===== config.mk =====
export PLATFORM = sky130hd
export DESIGN_NAME = pipeline_ctrl
export DESIGN_NICKNAME = d
export VERILOG_FILES = /design/src/rtl/pipeline_ctrl.sv
export SDC_FILE = /design/constraint.sdc
export NUM_CORES = 1
export LEC_CHECK = 0
export CAP_MARGIN = 25
export CORE_UTILIZATION = 50
export DETAILED_ROUTE_END_ITERATION = 8
export MAX_ROUTING_LAYER = met4
export PLACE_DENSITY = 0.83
export REMOVE_ABC_BUFFERS = 1
export SETUP_SLACK_MARGIN = 0.05
export SYNTH_ARGS = -nofsm -noshare
export SYNTH_HDL_FRONTEND = slang
export SYNTH_SLANG_ARGS = --single-unit

===== constraint.sdc =====
create_clock -name clk -period 3.9 [get_ports clk]
set_clock_uncertainty 0.1 [all_clocks]
set_input_delay 0.78 -clock clk [delete_from_list [all_inputs] [get_ports clk]]
set_output_delay 0.78 -clock clk [all_outputs]
set_load 0.01 [all_outputs]

===== src/rtl/pipeline_ctrl.sv =====
// Pipeline controller for a five-stage in-order core.
// Sequences a single program run (IDLE -> RUN -> DRAIN -> DONE) and resolves
// per-cycle hazards into stall (hold) and flush (bubble) requests for the PC
// and the IF/ID, ID/EX and EX/MEM pipeline registers. It also keeps cycle and
// stall performance counters.
//
// Host handshake: start is a one-cycle request sampled only in IDLE. There is
// no ready/acknowledge. riscv_start rises on the edge that accepts it, and
// riscv_done rises on the edge that retires the final ecall. Both then hold
// until reset.
module pipeline_ctrl (
    input  logic        clk,
    input  logic        reset,
    input  logic        start,
    input  logic        icache_stall,
    input  logic        dcache_stall,
    input  logic [4:0]  id_rs1,
    input  logic [4:0]  id_rs2,
    input  logic        id_uses_rs1,
    input  logic        id_uses_rs2,
    input  logic        id_ex_mem_read,
    input  logic [4:0]  id_ex_rd,
    input  logic        ex_branch_taken,
    input  logic        ex_mem_ecall,
    input  logic        mem_wb_ecall,
    output logic        riscv_start,
    output logic        riscv_done,
    output logic        pc_stall,
    output logic        if_id_stall,
    output logic        id_ex_stall,
    output logic        ex_mem_stall,
    output logic        if_id_flush,
    output logic        id_ex_flush,
    output logic        ex_mem_flush,
    output logic [31:0] cycle_count,
    output logic [31:0] stall_count,
    output logic [1:0]  state_dbg
);

    typedef enum logic [1:0] {
        IDLE  = 2'd0,
        RUN   = 2'd1,
        DRAIN = 2'd2,
        DONE  = 2'd3
    } state_t;

    state_t state;
    state_t state_next;
    logic   redirect_pending;
    logic   load_use;
    logic   active;

    assign state_dbg = state;
    assign active    = (state == RUN) || (state == DRAIN);

    // The instruction in ID needs a register that a load in EX has not produced yet.
    assign load_use = id_ex_mem_read && (id_ex_rd != 5'd0) &&
                      ((id_uses_rs1 && (id_rs1 == id_ex_rd)) ||
                       (id_uses_rs2 && (id_rs2 == id_ex_rd)));

    // State register, plus the run and finish levels decoded from the next state.
    always_ff @(posedge clk) begin
        if (reset) begin
            state       <= IDLE;
            riscv_start <= 1'b0;
            riscv_done  <= 1'b0;
        end else begin
            state       <= state_next;
            riscv_start <= (state_next != IDLE);
            riscv_done  <= (state_next == DONE);
        end
    end

    // Next-state logic: an ecall leaves MEM to start draining, then leaves WB to finish.
    always_comb begin
        state_next = state;
        case (state)
            IDLE:    if (start) state_next = RUN;
            RUN:     if (ex_mem_ecall && !dcache_stall) state_next = DRAIN;
            DRAIN:   if (mem_wb_ecall && !dcache_stall) state_next = DONE;
            DONE:    state_next = DONE;
            default: state_next = IDLE;
        endcase
    end

    // Hazard resolution in priority order. The pending redirect flush is layered on last.
    always_comb begin
        pc_stall     = 1'b0;
        if_id_stall  = 1'b0;
        id_ex_stall  = 1'b0;
        ex_mem_stall = 1'b0;
        if_id_flush  = 1'b0;
        id_ex_flush  = 1'b0;
        ex_mem_flush = 1'b0;
        if (active) begin
            if (dcache_stall) begin
                // MEM cannot complete, so the whole pipe freezes in place.
                pc_stall     = 1'b1;
                if_id_stall  = 1'b1;
                id_ex_stall  = 1'b1;
                ex_mem_stall = 1'b1;
            end else if ((state == DRAIN) || ex_mem_ecall) begin
                // Nothing younger than the ecall is allowed to reach MEM.
                pc_stall     = 1'b1;
                if_id_flush  = 1'b1;
                id_ex_flush  = 1'b1;
                ex_mem_flush = 1'b1;
            end else if (ex_branch_taken) begin
                // The PC takes the redirect target, and the wrong-path IF and ID are squashed.
                if_id_flush  = 1'b1;
                id_ex_flush  = 1'b1;
            end else if (load_use) begin
                pc_stall     = 1'b1;
                if_id_stall  = 1'b1;
                id_ex_flush  = 1'b1;
            end else if (icache_stall) begin
                pc_stall     = 1'b1;
                if_id_flush  = 1'b1;
            end
            // A fetch that was in flight when the branch redirected is stale.
            if (redirect_pending && !dcache_stall) begin
                if_id_flush  = 1'b1;
            end
        end
    end

    // Remember a redirect that landed while the icache was busy until that fetch is dropped.
    always_ff @(posedge clk) begin
        if (reset) begin
            redirect_pending <= 1'b0;
        end else if ((state == RUN) && ex_branch_taken && icache_stall && !dcache_stall) begin
            redirect_pending <= 1'b1;
        end else if (!icache_stall && !dcache_stall) begin
            redirect_pending <= 1'b0;
        end
    end

    // Performance counters. They run only while the program executes and wrap naturally.
    always_ff @(posedge clk) begin
        if (reset) begin
            cycle_count <= 32'd0;
            stall_count <= 32'd0;
        end else begin
            if (active) begin
                cycle_count <= cycle_count + 32'd1;
            end
            if ((state == RUN) && (dcache_stall || icache_stall || load_use)) begin
                stall_count <= stall_count + 32'd1;
            end
        end
    end

endmodule


# After elaboration in Yosys (flattened, before gate mapping)

Cells that the tools add are included.

Flip-flop bits (word level): 69

$add $sub $neg: 2
Equality and inequality tests: 6
Mux-type cells: 32
Reduce and logical (&&, ||, !) cells: 23

Operator list:

| kind                                                            | count |
|---|---|
| 32-bit by 1-bit adder with 32-bit output, second input constant | 2 |
| 1-bit two-way mux                                               | 28 |
| 1-bit logical AND                                               | 12 |
| 5-bit == test                                                   | 2 |
| 2-bit one-hot mux with 4 select lines                           | 1 |
| 2-bit == test, second input constant                            | 3 |
| 2-bit two-way mux                                               | 3 |
| 1-bit logical OR                                                | 5 |
| 5-bit nonzero test                                              | 1 |
| 2-bit nonzero test                                              | 2 |
| 2-bit by 1-bit == test with 1-bit output, second input constant | 1 |
| 1-bit logical NOT                                               | 2 |
| 2-bit logical NOT                                               | 1 |

# Depth between registers and ports, before layout

Depth after elaboration: 10
Depth in mapped cells: 9

# Worst setup path after synthesis

No wires, ideal clock.

Path kind: input to output
Start point: input port id_ex_rd[1]
End point: output port pc_stall
Arrival time: 2.035 ns
Data required time: 3.020 ns
Slack: 0.985 ns
Stages: 5
Buffers on the path: 0
Cells stage by stage: or4_1 > o21a_1 > a21oi_1 > nor2_1 > o41a_1

Cells in the longest elaborated chain, start to end: 9
Elaborated cells on any way between the ends: 13
Those cells by class: eq/ne: 2; mux: 5; reduce/logical: 6

RTL lines:

| element                              | line   | text |
|---|---|---|
| start: declaration                   | 22     | `input logic [4:0] id_ex_rd,` |
| 5-bit == test (on tied branches)     | 58, 59 |  |
| 1-bit logical AND (on tied branches) | 58, 59 |  |
| 1-bit logical OR                     | 58     | `((id_uses_rs1 && (id_rs1 == id_ex_rd)) \|\|` |
| 1-bit logical AND *                  | 57     | `assign load_use = id_ex_mem_read && (id_ex_rd != 5'd0) &&` |
| 1-bit two-way mux *                  | 112    | `end else if (load_use) begin` |
| 1-bit two-way mux *                  | 108    | `end else if (ex_branch_taken) begin` |
| 1-bit two-way mux *                  | 102    | `end else if ((state == DRAIN) \|\| ex_mem_ecall) begin` |
| 1-bit two-way mux *                  | 96     | `if (dcache_stall) begin` |
| 1-bit two-way mux *                  | 95     | `if (active) begin` |
| end: declaration                     | 28     | `output logic pc_stall,` |

Mark *: on every way between the ends. The rest lies on a longest branch, timed or not.

# Final worst setup path

Start point: input port id_ex_rd[1]
End point: output port if_id_stall

Cells in the longest elaborated chain, start to end: 9
Elaborated cells on any way between the ends: 13
Those cells by class: eq/ne: 2; mux: 5; reduce/logical: 6

RTL lines:

| element                              | line   | text |
|---|---|---|
| 5-bit == test (on tied branches)     | 58, 59 |  |
| 1-bit logical AND (on tied branches) | 58, 59 |  |
| 1-bit logical OR                     | 58     |  |
| 1-bit logical AND *                  | 57     |  |
| 1-bit two-way mux *                  | 112    |  |
| 1-bit two-way mux *                  | 108    |  |
| 1-bit two-way mux *                  | 102    |  |
| 1-bit two-way mux *                  | 96     |  |
| 1-bit two-way mux *                  | 95     |  |
| end: declaration                     | 29     | `output logic if_id_stall,` |

Marks and branches as above.

==> results.md <==
- CP Launch Type: input pin
- Crit. Startpoint: id_ex_rd[1]
- Switching share of power: 31.79%
- Maximum VDD drop: 0.4579 mV
- Syn_area_per_cell: 8.467 um2
- PnR Total Power: 1.775 mW
- CP delay by family, top: buffers and inverters
- Seq pwr share: 43.6%
- H-tree levels: 3
- Max-cap violation count: 0
- Setup violations, final: 0
- Clk sink count: 69
- Global Route Usage Sum: 23.37%
- Worst R2R Path Depth: 7
- Proportion of synthesized area in mux cells: 0.8859%
- Clk root buf: clkbuf_8
- Cell area after synthesis: 3531 um2
- Crit path cell chain: clkdlybuf4s50_1 -> buf_4 -> xnor2_1 -> nand4_1 -> o22ai_2 -> nand3_1 -> a21boi_0 -> clkdlybuf4s50_1
- Worst skew pair latency: 340 ps
- Clock share of power: 28.8%
- Slew at the pin closest to its max-slew limit: 737.6 ps
- R2R Setup Slk: 1200 ps
- Gp weighted congestion: 0.8315
- Hold Violations, Final: 0
- Leading cell type in the layout, fill and taps excluded: clkdlybuf4s50_1
- CTS max path bufs: 2
- Fin crit share: 95.59%
- Yosys Warn Count: 0
- IO Pins: 101
- First-pass GRT wire length: 13.83 mm
- Residual DRC: 0
- Port buffer count: 100
- Final HPWL DP: 5.911 mm
- CP Capture Type: output port
- RSZ-0062 raised after global routing: false
- Pre-antenna DRT Iters: 4
- Worst Setup EP: if_id_stall
- Req. time, crit path: 3020 ps
- Max transition margin: 50.82%
- PostCTS Resize Cnt: 0
- Minimum clock period: 3728 ps
- Lkg Pwr: 1.550 nW
- Fraction of synthesis flops using an asynchronous set or reset pin: 0%
- Synth top area cells: dfxtp_1, or4_1, o31ai_1, a21oi_1, xnor2_1
- Int Power: 1.211 mW
- Adder-Cell Fraction of Synth Area: 2.126%
- Clk slew on worst S/H paths: 80 ps
- Most used cell, CP: clkdlybuf4s50_1
- Via count: 3448
- Chip Height: 86.04 um
- Width of the chip: 86.04 um
- Area delta synth->final: 35.65%
- Synth Instances: 417
- Initial antenna violation count: 0
- Number of synthesized flops with an enable pin: 0
- Post-synth top area share: 39.12%
- Critical-path maximum fanout: 4
- Largest family of logic cells by synthesized area: simple AND/OR/NAND/NOR gates
- Sw power: 0.5641 mW
- Post-Synth Simple-Gate Area: 29.45%
- Worst path max stage delay: 570 ps
- Commonest non-fill, non-tap cells in the layout: clkdlybuf4s50_1, dfxtp_1, nor2_1, a21oi_1, nand2_1
- Antenna Nets Post-Route: 0
- Slowest cell on crit path: clkdlybuf4s50_1
- Synth area leader: dfxtp_1
- Global route total overflow: 0
- Min Hold Slack: 390.6 ps
- Synth cell types: 43
- Achievable frequency: 268.2 MHz
- Worst setup slack after layout: 172.0 ps
- Clock buffer count from CTS: 9
- Sequential area share after synthesis: 39.12%
- Synth Area in Compound Gates: 15.34%
- Inserted Diodes: 0
- Outcome: completed
- Vias per inst: 5.588
- WP depth: 8
- Vias in the first global route: 3137
- Yosys reg bits: 69
- Post-DR wirelength/cell: 13.43 um
- Setup tns final: 0 ps
- Worst path bufs/invs: 3
- Initial Util: 51.97%
- Hold crit path type: flip-flop to flip-flop
- DP Worst Slack: 97.94 ps
- Comb pwr share: 27.6%
- Largest net degree at the start of global routing: 41
- R2r endpoint: cycle_count[27]$_SDFFE_PP0N_
- Hold_buf cts: 0
- Reg2reg start: state_dbg[0]$_SDFF_PP0_
- Crit Path Class: input pin to output port
- Share of cells above drive strength 1: 6.334%
- Post-CTS Setup Bufs: 0
- Initial DRC Count: 138
- # rows: 30
- XOR/XNOR Fraction of Synth Area: 8.682%
- Pwr Density: 370.6 nW/um2
- TritonCTS clock tree: done
- Drt total wl: 8.285 mm
- Die area: 7402 um2
- Core Region: 6794 um2
- Final #Nets: 548
- Top_reg_cell synth: dfxtp_1
- Data arrival, critical path: 2850 ps
- Slew Limit Fails: 0
## per-layer routing
metal / vias up / global-route usage (%) / share of wire [%]
li1: 1743 / - / -
met2: 97 / 38.38 / 49
met5: - / - / 0
met4: 0 / 6.212 / 0.83
met3: 5 / 4.235 / 5.9
met1: 1603 / 29.56 / 45
## layout make-up
cell class / instances / area (um2)
fill: 545 / 2004
multi-input combinational: 316 / 1994
sequential: 69 / 1381
timing repair buffer: 109 / 1079
clock buffer: 9 / 123.9
tap: 96 / 120.1
clock inverter: 7 / 50.05
inverter: 11 / 41.29
## stage by stage
step	area (um2)	cells	util (%)
2_1_floorplan	3417	396	-
3_3_place_gp	4613	601	67.90
3_5_place_dp	4613	601	67.90
4_1_cts	4787	617	70.46
5_1_grt	4790	617	70.50
6_report	4790	617	70.50
## worst register-to-register path, cell delays in order, from the launching register on
cell	delay [ps]
dfxtp_1	430
inv_1	110
ha_1	520
and4_1	280
nand4_1	190
or3_1	490
or3_1	390
a21oi_1	140
## synthesized netlist by cell type, drive strengths merged, types with 2 or more instances
library cell  number
a21boi             2
a21oi             38
a31oi              2
and2               3
and3               8
and4               9
buf               10
clkbuf            11
dfxtp             69
ha                 6
inv               11
mux2i              2
nand2             29
nand2b             2
nand3             26
nand4             15
nor2              41
nor2b              4
nor3               6
nor4               2
o21a               2
o21ai             12
o31ai             26
or3               11
or4               27
xnor2             20
xor2              15
## kinds of logic (layout without fill, tap and decap cells)
family / Yosys count / after routing
multiplexers: 3 / 3
XOR/XNOR: 35 / 35
AND/OR/NAND/NOR: 186 / 186
buffers and inverters: 32 / 136
AO/OA/AOI/OAI: 86 / 86
flip-flops: 69 / 69
adder cells (fa/ha/maj): 6 / 6
## flip-flops by register name, summed over array words and instances (netlist names)
signal            cells
riscv_done            1
stall_count          32
state_dbg             2
redirect_pending      1
cycle_count          32
riscv_start           1
## how the worst min path moves through the flow
stage | startpoint | end | depth (start not counted)
final | stall_count[31]$_SDFFE_PP0P_ | stall_count[31]$_SDFFE_PP0P_ | 2
after global routing | stall_count[27]$_SDFFE_PP0P_ | stall_count[27]$_SDFFE_PP0P_ | 2
after CTS | stall_count[31]$_SDFFE_PP0P_ | stall_count[31]$_SDFFE_PP0P_ | 2
after detailed placement | stall_count[31]$_SDFFE_PP0P_ | stall_count[31]$_SDFFE_PP0P_ | 2
after global placement | stall_count[31]$_SDFFE_PP0P_ | stall_count[31]$_SDFFE_PP0P_ | 2
after floorplan | stall_count[31]$_SDFFE_PP0P_ | stall_count[31]$_SDFFE_PP0P_ | 2
## power by group through the flow
stage | clock, mW | combinational (mW) | sequential, mW
6_report | 0.511 | 0.490 | 0.774
5_1_grt | 0.558 | 0.530 | 0.780
4_1_cts | 0.526 | 0.495 | 0.774
3_5_place_dp | 0 | 0.489 | 0.789
3_3_place_gp | 0 | 0.478 | 0.787
2_1_floorplan | 0 | 0.238 | 0.798
Note: power is estimated with default switching activity, not from simulation.
